--- src/rtl/ex_stage_v.sv ---
`timescale 1ns/1ps
// Execute stage: ALU, branch/jump resolution and a 32-step shift-add multiplier feeding EX/MEM.
// ALU/branch/jump results register in one cycle; MUL takes 34 cycles; mem_stall freezes EX/MEM.
module ex_stage_v #(
    parameter int MUL_CYCLES = 32
) (
    input  logic        clk,
    input  logic        reset,
    input  logic        ex_isValid,
    input  logic [31:0] ex_pc,
    input  logic [31:0] ex_instr,
    input  logic [6:0]  ex_op,
    input  logic [4:0]  ex_rd,
    input  logic        ex_mem_read,
    input  logic        ex_mem_write,
    input  logic        ex_reg_write,
    input  logic        ex_jump,
    input  logic        ex_branch,
    input  logic [3:0]  ex_alu_op,
    input  logic [31:0] ex_operand1,
    input  logic [31:0] ex_operand2,
    input  logic [31:0] ex_s_data,
    input  logic        mem_stall,
    output logic        ex_busy,
    output logic        ex_flush,
    output logic [31:0] ex_target,
    output logic        mem_isValid,
    output logic [31:0] mem_pc,
    output logic [31:0] mem_instr,
    output logic [6:0]  mem_op,
    output logic [4:0]  mem_rd,
    output logic        mem_mem_read,
    output logic        mem_mem_write,
    output logic        mem_reg_write,
    output logic [31:0] mem_alu_result,
    output logic [31:0] mem_s_data
);

    localparam logic [6:0] OP_JALR = 7'b1100111;
    localparam logic [3:0] ALU_MUL = 4'd10;
    localparam int         CW      = $clog2(MUL_CYCLES) + 1;

    typedef enum logic [1:0] {S_IDLE, S_BUSY, S_DONE} mul_state_t;

    mul_state_t    state;
    logic [CW-1:0] cnt;
    logic [31:0]   mcand;
    logic [31:0]   mplier;
    logic [31:0]   product;

    logic [4:0]  shamt;
    logic [31:0] alu_result;
    logic [31:0] result;
    logic [31:0] imm_i;
    logic [31:0] imm_j;
    logic [31:0] imm_b;
    logic [31:0] jump_target;
    logic        taken;
    logic        is_mul;
    logic        busy_raw;
    logic        flush_raw;

    assign shamt  = ex_operand2[4:0];
    assign is_mul = ex_isValid & (ex_alu_op == ALU_MUL);

    always_comb begin
        alu_result = 32'd0;
        case (ex_alu_op)
            4'd0:    alu_result = ex_operand1 + ex_operand2;
            4'd1:    alu_result = ex_operand1 - ex_operand2;
            4'd2:    alu_result = ex_operand1 << shamt;
            4'd3:    alu_result = {31'd0, $signed(ex_operand1) < $signed(ex_operand2)};
            4'd4:    alu_result = {31'd0, ex_operand1 < ex_operand2};
            4'd5:    alu_result = ex_operand1 ^ ex_operand2;
            4'd6:    alu_result = ex_operand1 >> shamt;
            4'd7:    alu_result = $unsigned($signed(ex_operand1) >>> shamt);
            4'd8:    alu_result = ex_operand1 | ex_operand2;
            4'd9:    alu_result = ex_operand1 & ex_operand2;
            4'd10:   alu_result = product;
            default: alu_result = 32'd0;
        endcase
    end

    assign imm_i = {{20{ex_instr[31]}}, ex_instr[31:20]};
    assign imm_j = {{12{ex_instr[31]}}, ex_instr[19:12], ex_instr[20], ex_instr[30:21], 1'b0};
    assign imm_b = {{20{ex_instr[31]}}, ex_instr[7], ex_instr[30:25], ex_instr[11:8], 1'b0};

    always_comb begin
        taken = 1'b0;
        case (ex_instr[14:12])
            3'b000:  taken = (ex_operand1 == ex_operand2);
            3'b001:  taken = (ex_operand1 != ex_operand2);
            3'b100:  taken = ($signed(ex_operand1) < $signed(ex_operand2));
            3'b101:  taken = ($signed(ex_operand1) >= $signed(ex_operand2));
            3'b110:  taken = (ex_operand1 < ex_operand2);
            3'b111:  taken = (ex_operand1 >= ex_operand2);
            default: taken = 1'b0;
        endcase
    end

    assign jump_target = (ex_op == OP_JALR) ? ((ex_operand1 + imm_i) & ~32'd1)
                                            : (ex_pc + imm_j);

    always_comb begin
        result = alu_result;
        if (ex_jump)
            result = ex_pc + 32'd4;
        else if (ex_branch)
            result = 32'd0;
    end

    // Outputs forced quiet during reset: the combinational terms see live inputs.
    assign busy_raw  = mem_stall | (is_mul & (state != S_DONE));
    assign ex_busy   = ~reset & busy_raw;
    assign flush_raw = ex_isValid & (ex_jump | (ex_branch & taken)) & ~busy_raw;
    assign ex_flush  = ~reset & flush_raw;
    assign ex_target = ex_flush ? (ex_jump ? jump_target : ex_pc + imm_b) : 32'd0;

    always_ff @(posedge clk) begin
        if (reset) begin
            state   <= S_IDLE;
            cnt     <= '0;
            mcand   <= 32'd0;
            mplier  <= 32'd0;
            product <= 32'd0;
        end else begin
            case (state)
                S_IDLE: begin
                    if (is_mul & ~mem_stall) begin
                        mcand   <= ex_operand1;
                        mplier  <= ex_operand2;
                        product <= 32'd0;
                        cnt     <= '0;
                        state   <= S_BUSY;
                    end
                end
                S_BUSY: begin
                    if (mplier[0])
                        product <= product + mcand;
                    mcand  <= mcand << 1;
                    mplier <= mplier >> 1;
                    cnt    <= cnt + 1'b1;
                    if (cnt == CW'(MUL_CYCLES - 1))
                        state <= S_DONE;
                end
                S_DONE: begin
                    // Product is held here until EX/MEM is free to take it.
                    if (~mem_stall)
                        state <= S_IDLE;
                end
                default: state <= S_IDLE;
            endcase
        end
    end

    always_ff @(posedge clk) begin
        if (reset) begin
            mem_isValid    <= 1'b0;
            mem_pc         <= 32'd0;
            mem_instr      <= 32'd0;
            mem_op         <= 7'd0;
            mem_rd         <= 5'd0;
            mem_mem_read   <= 1'b0;
            mem_mem_write  <= 1'b0;
            mem_reg_write  <= 1'b0;
            mem_alu_result <= 32'd0;
            mem_s_data     <= 32'd0;
        end else if (mem_stall) begin
            mem_isValid <= mem_isValid;
        end else if (busy_raw | ~ex_isValid) begin
            mem_isValid   <= 1'b0;
            mem_mem_read  <= 1'b0;
            mem_mem_write <= 1'b0;
            mem_reg_write <= 1'b0;
        end else begin
            mem_isValid    <= 1'b1;
            mem_pc         <= ex_pc;
            mem_instr      <= ex_instr;
            mem_op         <= ex_op;
            mem_rd         <= ex_rd;
            mem_mem_read   <= ex_mem_read;
            mem_mem_write  <= ex_mem_write;
            mem_reg_write  <= ex_reg_write & (ex_rd != 5'd0);
            mem_alu_result <= result;
            mem_s_data     <= ex_s_data;
        end
    end

endmodule

--- config.mk ---
export PLATFORM = sky130hd
export DESIGN_NAME = ex_stage_v
export DESIGN_NICKNAME = d
export VERILOG_FILES = /design/src/rtl/ex_stage_v.sv
export SDC_FILE = /design/constraint.sdc
export NUM_CORES = 1
export LEC_CHECK = 0
export ABC_AREA = 1
export ABC_CLOCK_PERIOD_IN_PS = 5400
export CORE_MARGIN = 2
export CORE_UTILIZATION = 58
export CTS_BUF_LIST = sky130_fd_sc_hd__clkbuf_8
export DETAILED_ROUTE_END_ITERATION = 10
export PLACE_DENSITY = 0.84
export SLEW_MARGIN = 0
export SYNTH_ARGS = -nofsm -noshare
export SYNTH_HDL_FRONTEND = slang
export SYNTH_SLANG_ARGS = --single-unit
--- constraint.sdc ---
create_clock -name clk -period 5.4 [get_ports clk]
set_input_delay 1.35 -clock clk [delete_from_list [all_inputs] [get_ports clk]]
set_output_delay 1.35 -clock clk [all_outputs]
set_load 0.01 [all_outputs]
==> results.tsv, run 1 <==
metric	value	unit
status	aborted with a tool error	
last-stage-reached	global routing	
error	[ERROR GRT-0116] Global routing finished with congestion. Check the congestion regions in the DRC Viewer.	
fp.dieW	220	um
ios	363	
synth_top_area_cell	nand2_1	
synthDistinctLibCells	60	
cts-buffers-inserted	46	
clock_sinks	248	
dpl-instance-area	0.0352	sq mm
placed_cells	6068	
yosysMostFrequentCell	nand2_1	
cts_root_buf	clkbuf_8	
place_hpwl	108	mm
cts.path.max_buffers	3	
start_util	58.6	%
grt_usage	66.2	%
grt_first_pass_wirelength	245	mm
grt_max_degree	108	
syn_area	0.0272	sq mm
io_buffers	362	
synthFlopType	dfxtp_1	
netlist_top_cells_area	nand2_1 (19%), dfxtp_1 (18%), ha_1 (9.4%)	
dieHeight	220	um
synthArstFlopShare	0	%
overflow	183	
h-tree-depth	2	
syn_inst	4720	
place_congestion	1.38	
synth_nets	5114	
synthTopCellsByCount	nand2_1 (1394), a21oi_1 (484), o21ai_0 (438)	
synth_edf_count	0	
ys_warn_count	0	
synth_top_cell_area_share	19.3	%
synth_area_per_cell	5.75	sq um
ys_seq_area_share	18.3	%
grt_pass1_vias	40743	
fp-row-count	79	
hold_buffers	0	
ys_ff_latch	248	
## logic make-up after synthesis
| kind of cell | after synthesis | share of synthesized area, % |
|---|---|---|
| compound gates | 1186 | 24.1 |
| xor+xnor | 34 | 1.10 |
| fa+ha+maj | 209 | 9.80 |
| buf+inv | 635 | 9.22 |
| flops | 248 | 18.3 |
| mux | 7 | 0.258 |
| simple gates | 2401 | 37.2 |
## per-stage QoR
stage                     util [%]  setup slack, ns  hold WS [ns]
after global placement        75.9           -0.630         0.451
after detailed placement      75.9           -0.670         0.455
after floorplan                  -            0.219         0.439
after CTS                     81.2           -0.103         0.464
## metal layers
metal / GRT overflow / GRT usage, %
met1: 3 / 69.3
met2: 95 / 83.4
met3: 2 / 47.2
met4: 83 / 61.1
met5: 0 / 25.9
## what timing repair did
item | in CTS
gates cloned | 2
resized for setup | 316
endpoints found under the setup margin | 33
setup buffers | 114
pin swaps | 30
==> run 2, diff against run 1 <==
- CORE_UTILIZATION: 58 -> 40
- CTS_BUF_LIST: sky130_fd_sc_hd__clkbuf_8 -> unset
- PLACE_DENSITY: 0.84 -> unset
- PLACE_DENSITY_LB_ADDON: unset -> 0.15
==> results.tsv, run 2 <==
metric	value	unit	change
status	finished, final reports clean		was aborted with a tool error
relSlewSlack	14.4	%	
synth_area_per_cell	5.75	sq um	unchanged
hold_class	reg -> reg		
synthArstFlopShare	0	%	unchanged
synth-xor-area-share	1.10	%	unchanged
worst_pin_slew	1.27	ns	
h-tree-depth	2		unchanged
crit_top_cell	nor2_4		
clk_pin_slew_worst_paths	0.06	ns	
path_buf_inv	6		
post-route-period-util	99.8	%	
p_leak	17.8	nW	
max_freq	0.186	GHz	
grt_pass1_vias	35417		
synth_top_area_cell	nand2_1		unchanged
ys_ff_latch	248		unchanged
synth_nets	5114		unchanged
hold_buffers	0		unchanged
finalNonFillerCells	6503		
insertion_delay	0.60	ns	
yosysMostFrequentCell	nand2_1		unchanged
dieHeight	265	um	was 220 um
avgRoutedWirePerCell	26.0	um	
cp-start-kind	input pin		
clock_sinks	248		unchanged
fp-row-count	95		was 79
netlist_top_cells_area	nand2_1 (19%), dfxtp_1 (18%), ha_1 (9.4%)		unchanged
antenna_left	0		
ios	363		unchanged
finalWirelength	169	mm	
tns	0	ns	
hold_viol	0		
layout-drive-gt1-share	20.0	%	
grt_max_degree	88		
core-area	0.0672	sq mm	
arrival	4.04	ns	
synthDistinctLibCells	60		unchanged
drtPass1Iterations	7		
dieArea	0.0700	sq mm	
cp_max_fo	6		
crit_end	ex_target[1]		
synthTopCellsByCount	nand2_1 (1394), a21oi_1 (484), o21ai_0 (438)		unchanged
cts.path.max_buffers	3		unchanged
maxCapViolCount	0		
syn_area	0.0272	sq mm	unchanged
synthAdderAreaFrac	9.80	%	unchanged
drt-initial-drc-count	5244		
grt_usage	46.2	%	
place_ws	-1.16	ns	was -0.670 ns
cts-buffers-inserted	34		was 46
syn_inst	4720		unchanged
final_common_cell	nand2_1		
cts_tree	yes		
io_buffers	362		unchanged
path_class	in -> out		
setup_violations	0		
synth-compound-area-share	24.1	%	unchanged
synth_top_family_by_area	simple AND/OR/NAND/NOR gates		unchanged
crit_family	simple AND/OR/NAND/NOR gates		
max_stage_delay	0.25	ns	
reg2reg_slack	2.43	ns	
setup.worst_path.start	ex_operand1[14]		
synth_top_cell_area_share	19.3	%	unchanged
finish.instance_area	0.0385	sq mm	
viasPerCell	5.90		
cpMaxStageDelayCell	dlygate4sd2_1		
synth_edf_count	0		unchanged
ys_warn_count	0		unchanged
endpoint_kind	primary output		
fillers	6661		
rr_startpoint	state[0]		
grt_first_pass_wirelength	238	mm	
layout_common_cells	nand2_1 (1367), buf_4 (653), a21oi_1 (461)		
ys_seq_area_share	18.3	%	unchanged
worst-path-stages	21		
num_vias	38369		
finalCriticalPeriod	5.39	ns	
maxSlewViolCount	0		
hold_ws	0.463	ns	
yosys.area_share.simple	37.2	%	unchanged
fp.dieW	265	um	was 220 um
required	4.05	ns	
fin_nets	5998		
p_per_area	199	mW/mm^2	
path_cells	dlygate4sd2_1 > inv_2 > ha_4 > nor2_4 > nand2_2 > nor2_4 > nand4_1 > nor2_1 > buf_4 > a21oi_1 > nand2_1 > nand2_2 > nor2_4 > nand3_4 > nand2_4 > nand2_4 > buf_12 > nand2_8 > buf_6 > nor2_2 > buf_2		
overflow	0		
area_growth	41.8	%	
vdd_drop_max	0.000250	V	
place_congestion	1.10		was 1.38
place_hpwl	136	mm	was 108 mm
reg2regPathDepth	8		
start_util	40.4	%	was 58.6%
worst_r2r_endpoint	product[4]		
skew	0.0495	ns	
placed_cells	6394		was 6068
setup_ws	0.0133	ns	
dpl-instance-area	0.0360	sq mm	was 0.0352 sq mm
cts_root_buf	clkbuf_16		was clkbuf_8
drc	0		
muxShareOfSynthArea	0.258	%	unchanged
synthFlopType	dfxtp_1		unchanged
antenna_found_initial	11		
## run 2: repair_timing
item | in CTS | in global routing
cloned | 3 | 0
endpoints found under the setup margin | 33 | 33
resized for setup | 408 | 155
buffers inserted | 40 | 6
pin swaps | 54 | 28
## run 2: report_power, final
part | switching, mW | total (mW) | internal, mW
Clock | 1.04 | 2.38 | 1.34
Sequential | 0.0490 | 1.95 | 1.90
Combinational | 2.04 | 3.34 | 1.30
Total | 3.13 | 7.67 | 4.54
## run 2: area by class of cell
| class | count | area (sq um) | area share, % |
|---|---|---|---|
| diodes | 2 | 5.00 | 0.0130 |
| clock buffers | 46 | 976 | 2.54 |
| clock inverters | 14 | 164 | 0.426 |
| inverters | 422 | 1610 | 4.18 |
| multi-input cells | 3838 | 20800 | 54.0 |
| flip-flops and latches | 248 | 4960 | 12.9 |
| well taps | 873 | 1090 | 2.84 |
| repair buffers | 1060 | 8910 | 23.2 |
## run 2: worst reg2reg max path, stage by stage, from the launching register on
cell     delay, ns
dfxtp_1       0.43
inv_1         0.13
nor2_4        0.52
nand2_1       0.33
inv_1         0.72
nor2_2        0.11
inv_1         0.29
o21ai_0       0.18
o211a_1       0.16
## run 2: worst min path at each step
stage,start,to,cells past startpoint
2_1_floorplan,mplier[31],mplier[31],2
3_3_place_gp,mplier[31],mplier[31],2
3_5_place_dp,mem_s_data[25],mem_s_data[25],2
4_1_cts,mem_s_data[25],mem_s_data[25],2
5_1_grt,mem_s_data[5],mem_s_data[5],2
6_report,mem_instr[3],mem_instr[3],2
## run 2: per-layer routing
metal  GRT usage [%]  vias up  share of wire [%]
met2            68.3     2428                 41
met4            33.5       12                8.6
met5               0        -              0.047
li1                -    17628                  -
met3            11.2      573                 12
met1            58.3    17728                 38
## run 2: per-stage QoR
stage | total power [mW] | utilization [%]
floorplan | 3.37 | -
global placement | 5.01 | 53.6
detailed placement | 5.01 | 53.6
CTS | 7.48 | 56.9
global route | 7.90 | 57.3
finish | 7.67 | 57.3
## run 2: kinds of logic after synthesis
| family | after synthesis |
|---|---|
| AOI/OAI and AO/OA | 1186 |
| xor gates and xnor gates | 34 |
| adders and majority gates | 209 |
| buffers and inverters | 635 |
| DFF | 248 |
| muxes | 7 |
| and+or+nand+nor | 2401 |
Note: power is estimated with default switching activity, not from simulation.
